### config.mk
export PLATFORM = sky130hd
export DESIGN_NAME = mbist_fault_ram
export DESIGN_NICKNAME = d
export VERILOG_FILES = /design/src/rtl/mbist_fault_ram.sv
export SDC_FILE = /design/constraint.sdc
export NUM_CORES = 1
export LEC_CHECK = 0
export BUFFER_PORTS_ARGS = -buffer_cell sky130_fd_sc_hd__buf_2
export CORE_ASPECT_RATIO = 0.7
export CORE_MARGIN = 3
export CORE_UTILIZATION = 45
export DETAILED_ROUTE_END_ITERATION = 12
export SLEW_MARGIN = 5
export SYNTH_ARGS = -nofsm -noshare
export SYNTH_HDL_FRONTEND = slang
export SYNTH_SLANG_ARGS = --single-unit
### constraint.sdc
create_clock -name clk -period 5.5 [get_ports clk]
set_clock_uncertainty 0.05 [all_clocks]
set_input_delay 0.825 -clock clk [delete_from_list [all_inputs] [get_ports clk]]
set_output_delay 0.825 -clock clk [all_outputs]
set_load 0.1 [all_outputs]
### src/rtl/mbist_fault_ram.sv
// Single-port RAM responder for the MBIST controller with a programmable fault table,
// self-clearing init sweep and saturating access counters. Fault table built only with MBIST_FAULT_INJ_EN.
module mbist_fault_ram #(
  parameter int              ADDR     = 4,
  parameter int              DATA     = 8,
  parameter int              NFAULT   = 2,
  parameter logic [DATA-1:0] INIT_VAL = '0,
  localparam int             IW       = (NFAULT > 1) ? $clog2(NFAULT) : 1,
  localparam int             BW       = (DATA > 1) ? $clog2(DATA) : 1
) (
  input  logic            clk,
  input  logic            rst,
  input  logic            we,
  input  logic            re,
  input  logic [ADDR-1:0] addr,
  input  logic [DATA-1:0] wdata,
  output logic [DATA-1:0] rdata,
  output logic            rvalid,
  input  logic            init_req,
  output logic            busy,
  output logic            init_done,
  input  logic            cfg_valid,
  output logic            cfg_ready,
  input  logic [IW-1:0]   cfg_idx,
  input  logic [ADDR-1:0] cfg_addr,
  input  logic [BW-1:0]   cfg_bit,
  input  logic [1:0]      cfg_type,
  output logic            err,
  output logic [15:0]     wr_count,
  output logic [15:0]     rd_count
);

  localparam int              DEPTH = 1 << ADDR;
  localparam logic [ADDR-1:0] LAST  = ADDR'(DEPTH - 1);

  localparam logic [1:0] F_NONE = 2'b00;
  localparam logic [1:0] F_SA0  = 2'b01;
  localparam logic [1:0] F_SA1  = 2'b10;
  localparam logic [1:0] F_RISE = 2'b11;

  typedef enum logic {S_IDLE, S_INIT} state_t;

  state_t          state, state_nxt;
  logic [ADDR-1:0] cnt;
  logic [DATA-1:0] mem [DEPTH];
  logic [DATA-1:0] rd_word, wr_word;
  logic            sweep_last, start, do_wr, do_rd, bad_strobe, cfg_bad;

  // ---------------- control FSM ----------------
  always_ff @(posedge clk or posedge rst) begin
    if (rst) begin
      state <= S_IDLE;
      cnt   <= '0;
    end else begin
      state <= state_nxt;
      cnt   <= (state == S_INIT) ? cnt + 1'b1 : '0;
    end
  end

  always_comb begin
    state_nxt = state;
    case (state)
      S_IDLE:  if (init_req) state_nxt = S_INIT;
      S_INIT:  if (cnt == LAST) state_nxt = S_IDLE;
      default: state_nxt = S_IDLE;
    endcase
  end

  assign busy       = (state == S_INIT);
  assign cfg_ready  = !busy;
  assign sweep_last = busy && (cnt == LAST);
  assign start      = !busy && init_req;
  assign do_wr      = !busy && we && !re;
  assign do_rd      = !busy && re;
  // strobes during the sweep, or a write colliding with a read, are protocol errors
  assign bad_strobe = (busy && (we || re)) || (!busy && we && re);

  // ---------------- fault table ----------------
`ifdef MBIST_FAULT_INJ_EN
  typedef struct packed {
    logic [1:0]      typ;
    logic [ADDR-1:0] faddr;
    logic [BW-1:0]   fbit;
  } fault_t;

  fault_t [NFAULT-1:0] ftab;
  logic                cfg_fire, cfg_in_range;

  assign cfg_fire     = cfg_valid && cfg_ready;
  assign cfg_in_range = int'(cfg_idx) < NFAULT;
  assign cfg_bad      = cfg_fire && !cfg_in_range;

  always_ff @(posedge clk or posedge rst) begin
    if (rst) begin
      ftab <= '0;
    end else if (cfg_fire && cfg_in_range) begin
      ftab[cfg_idx] <= '{typ: cfg_type, faddr: cfg_addr, fbit: cfg_bit};
    end
  end

  // index order so the higher entry overrides a lower one on the same bit
  always_comb begin
    rd_word = mem[addr];
    for (int i = 0; i < NFAULT; i++) begin
      if (ftab[i].faddr == addr) begin
        if (ftab[i].typ == F_SA0) rd_word[ftab[i].fbit] = 1'b0;
        if (ftab[i].typ == F_SA1) rd_word[ftab[i].fbit] = 1'b1;
      end
    end
  end

  // a stored 0 under a rise-transition fault can never be written to 1
  always_comb begin
    wr_word = wdata;
    for (int i = 0; i < NFAULT; i++) begin
      if (ftab[i].typ == F_RISE && ftab[i].faddr == addr && !mem[addr][ftab[i].fbit])
        wr_word[ftab[i].fbit] = 1'b0;
    end
  end
`else
  logic cfg_unused;

  assign cfg_unused = ^{cfg_valid, cfg_idx, cfg_addr, cfg_bit, cfg_type, F_NONE, F_SA0, F_SA1, F_RISE};
  assign cfg_bad    = 1'b0;
  assign rd_word    = mem[addr];
  assign wr_word    = wdata;
`endif

  // ---------------- storage (not reset; cleared by the sweep) ----------------
  always_ff @(posedge clk) begin
    if (busy)
      mem[cnt] <= INIT_VAL;
    else if (do_wr)
      mem[addr] <= wr_word;
  end

  // ---------------- read port, status, counters ----------------
  always_ff @(posedge clk or posedge rst) begin
    if (rst) begin
      rdata     <= '0;
      rvalid    <= 1'b0;
      init_done <= 1'b0;
      err       <= 1'b0;
      wr_count  <= '0;
      rd_count  <= '0;
    end else begin
      rvalid    <= do_rd;
      init_done <= sweep_last;
      if (do_rd) rdata <= rd_word;
      if (bad_strobe || cfg_bad) err <= 1'b1;
      if (start) begin
        wr_count <= '0;
        rd_count <= '0;
      end else begin
        if (do_wr && wr_count != 16'hFFFF) wr_count <= wr_count + 16'd1;
        if (do_rd && rd_count != 16'hFFFF) rd_count <= rd_count + 16'd1;
      end
    end
  end

endmodule
# After elaboration in Yosys (flattened, before gate mapping)
# Memories as Yosys holds them, arrays and structs flattened. A register that Yosys moved wholly into a read port is not among the register bits.
# Cells that the tools add are included.
dict set report op_classes {
  addsub 3
  multipliers 0
  div_mod_pow 0
  magnitude_cmp 0
  n_eq_ne 3
  shifts 0
  n_mux 16
  bitwise_logic 1
  n_reduce_logical 16
}
# cell n
set op_table {}
lappend op_table {{16-bit 2-to-1 mux} 4}
lappend op_table {{16-bit by 1-bit adder with 16-bit output (second input constant)} 2}
lappend op_table {{16-bit inequality test (second input constant)} 2}
lappend op_table {{1-bit logical AND} 9}
lappend op_table {{1-bit 2-to-1 mux} 8}
lappend op_table {{4-bit 2-to-1 mux} 2}
lappend op_table {{8-bit 2-to-1 mux} 1}
lappend op_table {{8-bit OR reduction} 1}
lappend op_table {{4-bit by 1-bit adder with 4-bit output (second input constant)} 1}
lappend op_table {{4-bit == test (second input constant)} 1}
lappend op_table {{2-bit nonzero test} 2}
lappend op_table {{1-bit logical NOT} 2}
lappend op_table {{1-bit logical OR} 2}
lappend op_table {{1-bit one-hot mux with 2 select lines} 1}
lappend op_table {{1-bit inverter} 1}
dict set report word_totals {
  register_bits 40
  latchBits 0
  ram_bits 128
  mem_bits_ro 0
  input_bits 28
  output_inout_bits 45
  wordCells 47
  memories 1
}
# memory depth width read_ports rd_ports_with_merged_regs write_ports line_no
set mem_list {}
lappend mem_list {mem 16 8 1 1 1 45} ;# logic [DATA-1:0] mem [DEPTH];

# Longest topological paths before layout
dict set report depth {
  word_depth 8
  mapped_depth 7
}

# Least setup slack after synthesis
# Ideal clock, no wire load.
dict set report synth_path {
  kind {reg2reg}
  start {reg state (netlist: busy)}
  end {mem mem[9][0] (enable)}
  setup_ns 0.370
  t_arrival_ns 2.559
  setup_slack_ns 2.520
  stages_incl_launch_ff 6
  path_buffers 1
  synth_period_minus_slack_ns 2.980
  path_cell_list {dfrtp_1 -> clkbuf_1 -> inv_1 -> nor3b_1 -> a31oi_1 -> nor2_1}
}
dict set report synth_between {
  elab_chain_len 8
  elab_cells_between_ends 11
}
# element line_no
set synth_lines {}
lappend synth_lines {{start: declaration} 43} ;# state_t state, state_nxt;
lappend synth_lines {{start signal: assignment} 55} ;# state <= state_nxt;
lappend synth_lines {{1-bit logical NOT *} --}
lappend synth_lines {{net cfg_ready} 23} ;# output logic cfg_ready,
lappend synth_lines {{1-bit logical AND * (2 in series)} 73} ;# assign do_wr = !busy && we && !re;
lappend synth_lines {{1-bit 2-to-1 mux *} 133} ;# else if (do_wr)
lappend synth_lines {{1-bit 2-to-1 mux *} 131} ;# if (busy)
lappend synth_lines {{1-bit 2-to-1 mux (not written as such) *} 134} ;# mem[addr] <= wr_word;
lappend synth_lines {{8-bit OR reduction (no line)} --}
lappend synth_lines {{4-bit 2-to-1 mux (no line) or 1-bit 2-to-1 mux (tied branches)} --}
lappend synth_lines {{end: declaration} 45}
# Mark *: on every way through the listed nets, which the timed path passes. The rest lies on a longest branch.

# Worst setup path in the final report
dict set report layout_path {
  start {reg state (netlist: busy)}
  end {out cfg_ready}
}
dict set report layout_between {
  elab_chain_len 1
}
# element line_no
set layout_lines {}
lappend layout_lines {{1-bit logical NOT} 70} ;# assign cfg_ready = !busy;
lappend layout_lines {{end: declaration} 23}
# Every way passes these cells.

==> impl_results.rst <==
.. list-table::
   :header-rows: 1

   * - Metric
     - Value
   * - HPWL after detailed placement
     - 11,900 um
   * - Antenna violations before repair
     - 0
   * - Total detailed-routing wirelength
     - 17,900 um
   * - Number of hold-repair buffers added at the cts stage
     - 0
   * - Count of routing violations after the opening detailed-route iteration
     - 452
   * - Synthesized instance count
     - between 500 and 600
   * - Net Count, Synth
     - 604
   * - First-pass GRT wire length
     - 28,200 um
   * - Total Die Area
     - 18,400 sq um
   * - Most frequent cells in the layout
     - 128 x sky130_fd_sc_hd__edfxtp_1, 65 x sky130_fd_sc_hd__mux2i_1, 60 x sky130_fd_sc_hd__buf_2
   * - Proportion of synthesized area in mux cells
     - 0.0860
   * - Setup WS post-layout
     - 2900 ps
   * - Fraction of layout cells with a size suffix above 1
     - 0.168
   * - Floorplan core area
     - 16,000 sq um
   * - Global Route met1 Usage
     - 0.321
   * - Transition time at the pin with the least slew margin
     - 1080 ps
   * - Dominant combinational cell family by area after synthesis
     - simple AND/OR/NAND/NOR gates
   * - Number of design rule violations left after detail routing
     - 0
   * - Final cell utilization of the core
     - 0.544
   * - Setup repair after global routing missed its margin
     - false
   * - Synthesis warning total
     - 0
   * - Adder and majority cell fraction of the synthesized area
     - 0.00496
   * - Worst flop-to-flop path endpoint
     - mem[0][0]
   * - Synthesis-stage register bit count
     - 176
   * - Total of buffers placed on input and output ports
     - 61
   * - Routability Congestion
     - 0.848
   * - Final worst path period share
     - 0.472
   * - Buffers from clock root to sink, at most
     - 2
   * - Setup bufs post-CTS
     - 0
   * - Crit path launch type
     - flip-flop
   * - Distinct cell type count of the synthesized netlist
     - 48
   * - Largest fanout on the critical path
     - 16
   * - Pwr dens
     - 454 nW/um^2
   * - Global-route congestion overflow total
     - 0
   * - Startpoint-to-endpoint class of the critical path
     - reg -> out
   * - Insertion delay of the later-clocked pin in the worst-skew pair
     - around 440 ps
   * - Routing layer with the top usage in global route
     - met1
   * - CTS tree
     - done
   * - Diode insertion count for antenna repair
     - 0
   * - Final setup fails
     - 0
   * - Maximum capacitance violations
     - 0
   * - Post-CTS sizing
     - 0
   * - Detail Route Antenna Nets
     - 0
   * - Syn Area/Cell
     - 13.2 sq um
   * - H-tree depth
     - 4
   * - Crit path time final
     - 2600 ps
   * - Total global-route track usage
     - 0.205
   * - Type of the most critical hold path
     - reg -> reg
   * - TritonRoute pass-1 iters
     - 5
   * - Post-synthesis compound-gate area fraction
     - 0.0858
   * - Register-to-register setup slack
     - 2930 ps
   * - Via count normalized by instance count
     - 5.81
   * - Endpoint kind of the worst setup timing path
     - output pin
   * - Maximum ir drop on the vdd rail
     - about 0.00023 V
   * - Global routing met2 resource utilization
     - 0.290
   * - Destination of the critical timing path
     - cfg_ready
   * - Flip-flop cell with the highest count after synthesis
     - sky130_fd_sc_hd__edfxtp_1
   * - Fraction of the yosys area taken by sequential cells
     - 0.667
   * - Overall via count from detail_route
     - 5,039
   * - Met3 Resource Use GR
     - 0.0427
   * - Post-Synth Simple-Gate Area
     - 0.131
   * - Pin count of the biggest net entering global routing
     - 49
   * - Count of pins on the block boundary
     - 73
   * - Vertical extent of the die
     - 114 um
   * - Vias in the first global route
     - 4,808
   * - Highest-delay cell along the critical path
     - sky130_fd_sc_hd__dfrtp_1
   * - Placed Cells
     - 835
   * - Horizontal die dimension
     - 161 um
   * - LEAKAGE
     - 0.00335 uW
   * - CP cell instances
     - inv_1 > buf_2
   * - Result of the run
     - finished clean
   * - Area added between synthesis and finish
     - 14.8%
   * - Most common cell after layout, fill and taps aside
     - sky130_fd_sc_hd__edfxtp_1
   * - Cells on worst reg2reg path
     - 4
   * - Xor-xnor portion of the synthesized cell area
     - 0.00232
   * - Total negative slack for setup checks
     - 0 ps
   * - Clock Root Buffer
     - sky130_fd_sc_hd__clkbuf_16
   * - Worst EP required
     - 4620 ps
   * - Number of synthesized flops with an enable pin
     - between 100 and 150
   * - Delay of the slowest cell on the worst path
     - approximately 570 ps
   * - Placement Setup Slack
     - 2560 ps
   * - Initial Utilization
     - 0.474
   * - Post-DR wirelength/cell
     - 20.6 um
   * - Startpoint of the worst-slack reg-to-reg timing path
     - busy
   * - Number of endpoints with negative hold slack in the final report
     - 0
   * - Filler-free cell count of the finished design
     - roughly 870
   * - Count of clock tree sinks
     - 176
   * - Max frequency
     - ~390 MHz
   * - Arrival time at the worst endpoint
     - 1720 ps
   * - Worst rel slew slack
     - 0.277
   * - Nets@finish
     - 665
   * - Clock transition at the registers of the reported paths
     - approximately 70 ps
   * - Cell area after synthesis
     - 7560 sq um
   * - Async set-or-reset flop fraction in the synthesized netlist
     - 0.273
   * - CTS buffer count
     - 17
   * - Worst hold slack
     - 432 ps
   * - Count of final max-slew check failures
     - 0
   * - Std cell rows
     - 38
   * - Source of the critical timing path
     - busy
## metrics by stage
stage          instance area [sq um]  total power, uW
4_1_cts                         8690             3960
3_5_place_dp                    8100             2770
2_1_floorplan                   7560             2520
6_report                        8690             3940
3_3_place_gp                    8100             2740
5_1_grt                         8690             4110
## cell usage after synthesis, types with 2 or more instances
library cell | number | area (sq um)
sky130_fd_sc_hd__a21oi_1 | 36 | 180
sky130_fd_sc_hd__a22oi_1 | 20 | 150
sky130_fd_sc_hd__a31oi_1 | 8 | 50.1
sky130_fd_sc_hd__and2_1 | 11 | 68.8
sky130_fd_sc_hd__and3_1 | 4 | 25.0
sky130_fd_sc_hd__and4_1 | 4 | 35.0
sky130_fd_sc_hd__buf_1 | 6 | 22.5
sky130_fd_sc_hd__buf_6 | 2 | 22.5
sky130_fd_sc_hd__clkbuf_1 | 18 | 67.6
sky130_fd_sc_hd__dfrtp_1 | 48 | 1200
sky130_fd_sc_hd__edfxtp_1 | 128 | 3840
sky130_fd_sc_hd__ha_1 | 3 | 37.5
sky130_fd_sc_hd__inv_1 | 14 | 52.6
sky130_fd_sc_hd__mux2i_1 | 65 | 651
sky130_fd_sc_hd__nand2_1 | 39 | 146
sky130_fd_sc_hd__nand2b_1 | 2 | 12.5
sky130_fd_sc_hd__nand3_1 | 31 | 155
sky130_fd_sc_hd__nand3b_1 | 3 | 22.5
sky130_fd_sc_hd__nand4_1 | 11 | 68.8
sky130_fd_sc_hd__nor2_1 | 29 | 109
sky130_fd_sc_hd__nor2b_1 | 3 | 18.8
sky130_fd_sc_hd__nor3_1 | 8 | 40.0
sky130_fd_sc_hd__nor3b_1 | 4 | 30.0
sky130_fd_sc_hd__nor4_1 | 3 | 18.8
sky130_fd_sc_hd__o21ai_0 | 10 | 50.1
sky130_fd_sc_hd__o22ai_1 | 2 | 12.5
sky130_fd_sc_hd__o311ai_0 | 2 | 17.5
sky130_fd_sc_hd__o31ai_1 | 14 | 105
sky130_fd_sc_hd__o41a_1 | 2 | 22.5
sky130_fd_sc_hd__o41ai_1 | 2 | 17.5
sky130_fd_sc_hd__or2_2 | 2 | 12.5
sky130_fd_sc_hd__or3_1 | 11 | 68.8
sky130_fd_sc_hd__or4_1 | 13 | 97.6
## metal layers
layer	vias up	routed length, um
met2	156	7750
met4	0	216
met1	2534	8880
met3	16	1030
li1	2333	-
met5	-	0
## flip-flops by register name, indices dropped and copies added (netlist names)
signal	flops
mem	128
rd_count	16
wr_count	16
rdata	8
cnt	4
busy	1
err	1
init_done	1
rvalid	1
## power breakdown
group | switching, uW | total [uW] | internal (uW)
clock | 527 | 1200 | 674
combinational | 755 | 937 | 183
sequential | 112 | 1800 | 1690
total | 1390 | 3940 | 2550
## cell families after synthesis
logic type | after synthesis
mux | 65
compound gates | 101
xor+xnor | 2
flops | 176
simple gates | 185
fa+ha+maj | 3
buf+inv | 41
## layout make-up
| class | count | area [sq um] |
|---|---|---|
| Clock inverter | 15 | 156 |
| Sequential cell | 176 | 5040 |
| Multi-Input combinational cell | 356 | 2360 |
| Fill cell | 1403 | 7290 |
| Clock buffer | 17 | 425 |
| Timing Repair Buffer | 69 | 368 |
| Inverter | 14 | 52.6 |
| Tap cell | 220 | 275 |
## worst min-delay path by stage
stage               cells after the start     start       end
finish                                  2  rdata[0]  rdata[0]
global route                            2  rdata[1]  rdata[1]
CTS                                     2  rdata[0]  rdata[0]
detailed placement                      1       err       err
global placement                        1       err       err
floorplan                               1    cnt[0]    cnt[0]
## critical path: cells and delay by family (launching register included)
kind                   cells  cell delay (ps)
buffers and inverters      2              720
flip-flops                 1              570
(Power assumes the default switching activity.)
